### src/rtl/oh_ibufds_pkg.sv
// Shared definitions for the differential input buffer power sequencer.
// Holds the per-channel FSM state encoding and counter sizing helper.
// No ports; imported by oh_ibufds_pwrseq and oh_ibufds_pwrseq_ch.
package oh_ibufds_pkg;

  // Per-channel power sequencing states
  typedef enum logic [1:0] {
    ST_OFF   = 2'd0,  // buffer and termination disabled
    ST_TERM  = 2'd1,  // termination on, waiting for it to settle
    ST_ON    = 2'd2,  // buffer on, sync chain filling then data valid
    ST_DRAIN = 2'd3   // buffer off, termination held one more cycle
  } state_t;

  // One down-counter serves both the settle wait and the sync fill, so it
  // must hold whichever preload is larger. With legal SETTLE >= SYNC this is
  // simply clog2(SETTLE+1); the max only matters for tiny SETTLE values.
  function automatic int cnt_width(input int settle, input int sync);
    int w_settle;
    int w_sync;
    w_settle = $clog2(settle + 1);
    w_sync   = $clog2(sync + 1);
    return (w_settle > w_sync) ? w_settle : w_sync;
  endfunction

endpackage

### src/rtl/oh_ibufds_pwrseq_ch.sv
// One channel: power sequencing FSM, differential decode, sync chain.
// Latency: termination 1 edge after en, buffer +SETTLE, ready/out +SYNC more.
// No backpressure; en is a level request sampled every cycle.
// Ports: clk, nreset, i_en, i_in_p, i_in_n -> o_out, o_ready,
//        o_ibufdisable, o_intermdisable (all single bit).
module oh_ibufds_pwrseq_ch
  import oh_ibufds_pkg::*;
#(
  parameter int SETTLE  = 16,
  parameter int SYNC    = 2,
  parameter bit TERM_EN = 1'b1
) (
  input  logic clk,
  input  logic nreset,
  input  logic i_en,
  input  logic i_in_p,
  input  logic i_in_n,
  output logic o_out,
  output logic o_ready,
  output logic o_ibufdisable,
  output logic o_intermdisable
);

  localparam int            CW        = cnt_width(SETTLE, SYNC);
  localparam logic [CW-1:0] SETTLE_LD = CW'(SETTLE);
  localparam logic [CW-1:0] SYNC_LD   = CW'(SYNC);
  localparam logic [CW-1:0] CNT_ONE   = CW'(1);

  state_t          r_state;
  state_t          w_state_nxt;
  logic [CW-1:0]   r_cnt;
  logic [CW-1:0]   w_cnt_nxt;
  logic            r_hold;
  logic            w_dec;
  logic [SYNC-1:0] r_sync;

  // State register
  always_ff @(posedge clk or negedge nreset) begin
    if (!nreset) begin
      r_state <= ST_OFF;
      r_cnt   <= '0;
    end else begin
      r_state <= w_state_nxt;
      r_cnt   <= w_cnt_nxt;
    end
  end

  // Next-state logic
  always_comb begin
    w_state_nxt = r_state;
    // counter saturates at zero, never wraps
    w_cnt_nxt   = (r_cnt != '0) ? (r_cnt - CNT_ONE) : '0;
    case (r_state)
      ST_OFF: begin
        w_cnt_nxt = '0;
        if (i_en) begin
          if (TERM_EN) begin
            w_state_nxt = ST_TERM;
            w_cnt_nxt   = SETTLE_LD;
          end else begin
            w_state_nxt = ST_ON;
            w_cnt_nxt   = SYNC_LD;
          end
        end
      end
      ST_TERM: begin
        // dropping en wins over an expiring count
        if (!i_en) begin
          w_state_nxt = ST_OFF;
          w_cnt_nxt   = '0;
        end else if (r_cnt <= CNT_ONE) begin
          // count of 1 means this is the SETTLE-th TERM cycle
          w_state_nxt = ST_ON;
          w_cnt_nxt   = SYNC_LD;
        end
      end
      ST_ON: begin
        if (!i_en) begin
          w_state_nxt = ST_DRAIN;
          w_cnt_nxt   = '0;
        end
      end
      ST_DRAIN: begin
        w_state_nxt = ST_OFF;
        w_cnt_nxt   = '0;
      end
      default: begin
        w_state_nxt = ST_OFF;
        w_cnt_nxt   = '0;
      end
    endcase
  end

  // Output logic: pad controls are pure functions of registered state, so
  // reset reaches the pads without waiting for a clock.
  always_comb begin
    o_ibufdisable   = 1'b1;
    o_intermdisable = 1'b1;
    o_ready         = 1'b0;
    case (r_state)
      ST_TERM: o_intermdisable = 1'b0;
      ST_ON: begin
        o_ibufdisable   = 1'b0;
        o_intermdisable = ~TERM_EN;
        o_ready         = (r_cnt == '0);
      end
      ST_DRAIN: o_intermdisable = ~TERM_EN;
      default: ;
    endcase
  end

  // Equal legs mean the pair is floating or invalid: keep the last good bit.
  assign w_dec = o_ibufdisable ? 1'b0 : ((i_in_p != i_in_n) ? i_in_p : r_hold);

  always_ff @(posedge clk or negedge nreset) begin
    if (!nreset) begin
      r_hold <= 1'b0;
      r_sync <= '0;
    end else begin
      r_hold <= w_dec;
      r_sync <= {r_sync[SYNC-2:0], w_dec};
    end
  end

  assign o_out = r_sync[SYNC-1] & o_ready;

endmodule

### src/rtl/oh_ibufds_pwrseq.sv
// Power-sequenced differential input buffer bank of N independent channels.
// Latency: en->termination 1 edge, ->buffer SETTLE edges, ->ready SETTLE+SYNC.
// No backpressure; each channel follows its own en level.
// Ports: clk, nreset (async active-low), en/in_p/in_n [N] in;
//        out/ready/ibufdisable/intermdisable [N] out.
module oh_ibufds_pwrseq
  import oh_ibufds_pkg::*;
#(
  parameter int    N         = 4,
  parameter int    SETTLE    = 16,
  parameter int    SYNC      = 2,
  parameter string DIFF_TERM = "TRUE"
) (
  input  logic         clk,
  input  logic         nreset,
  input  logic [N-1:0] en,
  input  logic [N-1:0] in_p,
  input  logic [N-1:0] in_n,
  output logic [N-1:0] out,
  output logic [N-1:0] ready,
  output logic [N-1:0] ibufdisable,
  output logic [N-1:0] intermdisable
);

  localparam bit TERM_EN = (DIFF_TERM == "TRUE");

  for (genvar g = 0; g < N; g++) begin : g_ch
    oh_ibufds_pwrseq_ch #(
      .SETTLE  (SETTLE),
      .SYNC    (SYNC),
      .TERM_EN (TERM_EN)
    ) u_ch (
      .clk             (clk),
      .nreset          (nreset),
      .i_en            (en[g]),
      .i_in_p          (in_p[g]),
      .i_in_n          (in_n[g]),
      .o_out           (out[g]),
      .o_ready         (ready[g]),
      .o_ibufdisable   (ibufdisable[g]),
      .o_intermdisable (intermdisable[g])
    );
  end

endmodule

### config.mk
export PLATFORM = sky130hd
export DESIGN_NAME = oh_ibufds_pwrseq
export DESIGN_NICKNAME = d
export VERILOG_FILES = /design/src/rtl/oh_ibufds_pkg.sv /design/src/rtl/oh_ibufds_pwrseq_ch.sv /design/src/rtl/oh_ibufds_pwrseq.sv
export SDC_FILE = /design/constraint.sdc
export NUM_CORES = 1
export LEC_CHECK = 0
export BUFFER_PORTS_ARGS = -buffer_cell sky130_fd_sc_hd__clkbuf_2
export CORE_MARGIN = 2
export CORE_UTILIZATION = 50
export DETAILED_ROUTE_END_ITERATION = 10
export GPL_ROUTABILITY_DRIVEN = 1
export PLACE_DENSITY = 0.71
export REMOVE_ABC_BUFFERS = 1
export SETUP_SLACK_MARGIN = 0.15
export SLEW_MARGIN = 20
export SYNTH_ARGS = -nofsm -noshare
export SYNTH_HDL_FRONTEND = slang
export SYNTH_HIERARCHICAL = 1
export SYNTH_SLANG_ARGS = --single-unit
### constraint.sdc
create_clock -name clk -period 2.2 [get_ports clk]
set_clock_uncertainty 0.15 [all_clocks]
set_input_delay 0.44 -clock clk [delete_from_list [all_inputs] [get_ports clk]]
set_output_delay 0.44 -clock clk [all_outputs]
set_load 0.1 [all_outputs]
==> out/metrics.csv <==
metric,value,unit
status,"finished, violations left",
violations,negative setup slack,
max_stage_delay,0.48,ns
layout_setup_ws,-0.0840,ns
drt_iter0_drc,89,
routed_wl,4520,um
fillers,251,
async_flop_share,1.00,
p_leak,0.00137,uW
clkLatencyLatePin,0.29,ns
clk_path_buf_depth,2,
drv_cap,0,
drc,0,
post_drt_wl_per_cell,14.1,um
start_util,0.532,
grt_max_degree,37,
synth_edf_count,0,
first_pass_iters,4,
max_slew_margin,0.640,
cts.sinks,36,
place_inst,290,
max_freq,438,MHz
grt_pass1_vias,1670,
irDropWorstVdd,1.13,mV
crit_chain,inv_2 -> ha_4 -> or4b_4 -> nor2_4 -> buf_12,
power_density,1730,nW/um^2
htree_levels,2,
die_x,67.1,um
drt-vias-per-instance,5.27,
grt_usage,0.215,
setup_violations,2,
vias,1686,
cp_slowest_cell,or4b_4,
grt_pass1_wl,7290,um
gp_congestion,0.835,
worstPathMaxFanout,2,
num_rows,22,
hold_buffers,0,
syn_avg_cell_area,9.63,um^2
dpl.hpwl,2700,um
postRouteAntennaNets,0,
ys_seq_area_frac,0.452,
fin_crit,2.28,ns
dieArea,4510,um^2
critPathCaptureType,primary output,
startpoint_type,flip-flop,
max_slew.worst_pin.slew,0.543,ns
syn-instance-count,207,
synth.most_common_cell,dfrtp_1,
antennaDiodeCount,0,
worst-path-buf-inv,2,
synth_top_flop_cell,dfrtp_1,
cts_root_buffer,clkbuf_8,
slew_viol_final,0,
yosys.cell_types.count,36,
synthDominantCellAreaShare,0.452,
coreArea,3740,um^2
path_clk_slew,0.07,ns
min_period_over_period,1.04,
numPortBuffers,29,
synth_seq_cells,36,
critPathTopFamily,simple AND/OR/NAND/NOR gates,
grt_overflow,0,
drive_above_1_share,0.386,
yosys-top-cells-count,"36 x dfrtp_1, 26 x nor2_1, 18 x inv_1",
finalPower,4870,uW
netlist_top_cells_area,"dfrtp_1 45%, ha_1 7.5%, nor2_1 4.9%, xnor2_1 4.8%, inv_1 3.4%",
arrival,1.69,ns
yosysWarnings,6,
yosys.area.top_type,dfrtp_1,
cts_buffers,5,
hold_class,primary input to asynchronous set/reset pin,
hold_viol_final,0,
ioPinCount,30,
fin_nets,297,
antenna_found_initial,0,
worstSetupPathType,flip-flop to primary output,
fin_util,0.751,
synth_area,1990,um^2
area.growth.synth_to_final,41.1,%
rsz0062_at_grt,true,
stdcell_count,320,
preCtsSetupSlack,0.0858,ns
worstPathRequired,1.61,ns
die_y,67.1,um
tritoncts,yes,
## stage by stage
step / setup TNS (ns) / area (um^2) / hold slack (ns)
5_1_grt: -0.215 / 2810 / 0.0744
6_report: -0.117 / 2810 / 0.0274
2_1_floorplan: -10.71 / 1980 / -0.00559
3_5_place_dp: 0 / 2380 / 0.246
3_3_place_gp: 0 / 2380 / 0.232
4_1_cts: -0.0758 / 2770 / 0.0417
## worst paths after layout
path	slack (ns)	end	start	cells after the start
max	-0.08	ready[3]	g_ch[3].u_ch/r_cnt[0]	5
min in group clk	0.26	g_ch[1].u_ch/r_sync[0]	in_p[1]	3
min	0.03	g_ch[0].u_ch/r_cnt[4]	nreset	2
max reg2reg	0.29	g_ch[3].u_ch/r_cnt[4]	g_ch[3].u_ch/r_cnt[1]	7
min reg2reg	0.26	g_ch[2].u_ch/r_sync[1]	g_ch[2].u_ch/r_sync[0]	0
max in group asynchronous	1.53	g_ch[1].u_ch/r_state[0]	nreset	2
## report_power, final
| group | internal, uW | leakage [uW] | total (uW) | switching [uW] |
|---|---|---|---|---|
| clock | 567 | 0.0000784 | 801 | 234 |
| combinational | 1240 | 0.000808 | 2950 | 1720 |
| sequential | 866 | 0.000480 | 1110 | 244 |
| total | 2670 | 0.00137 | 4870 | 2200 |
## timing repair
action	in CTS	in global routing
resized for setup	30	5
pin swaps	6	5
endpoints found under the setup margin	10	8
buffers inserted	17	5
## layout by cell type, fill, tap and decap left out, types with 7 or more instances in the layout
master | Yosys | final
a21oi_1 | 10 | 10
nor2_1 | 26 | 22
buf_12 | 0 | 8
ha_1 | 12 | 8
inv_2 | 0 | 7
dfrtp_1 | 36 | 34
nor3_1 | 12 | 9
clkbuf_2 | 0 | 18
inv_1 | 18 | 11
nand2_1 | 10 | 10
xnor2_1 | 11 | 11
buf_4 | 0 | 32
## routing by layer
metal / up-vias / part of all wire / GRT usage / routed length (um)
li1: 839 / - / - / -
met1: 804 / 0.44 / 0.262 / 2000
met2: 37 / 0.50 / 0.370 / 2260
met3: 6 / 0.045 / 0.0617 / 204
met4: 0 / 0.010 / 0.0663 / 46
met5: - / 0 / 0 / 0
## cells by family after synthesis
kind of cell,synth area share
buffers and inverters,0.0414
flip-flops,0.452
adder cells (fa/ha/maj),0.0753
XOR/XNOR,0.0527
AND/OR/NAND/NOR,0.241
AO/OA/AOI/OAI,0.137
## worst register-to-register path, stage by stage (launching register included)
cell     delay, ns
dfrtp_1       0.40
inv_2         0.09
buf_4         0.11
buf_4         0.10
ha_1          0.19
or3b_2        0.48
a31oi_1       0.19
a32oi_1       0.08
## cell type report
cell class                 instances  area, um^2  share of cell area
sequential                        36         903               0.321
tap                               48        60.1              0.0214
clock inverter                     3        90.1              0.0320
multi-input combinational        150        1110               0.396
clock buffer                       5        68.8              0.0245
inverter                          18        67.6              0.0240
timing repair buffer              60         509               0.181
Power figures use the tool's default switching activity.
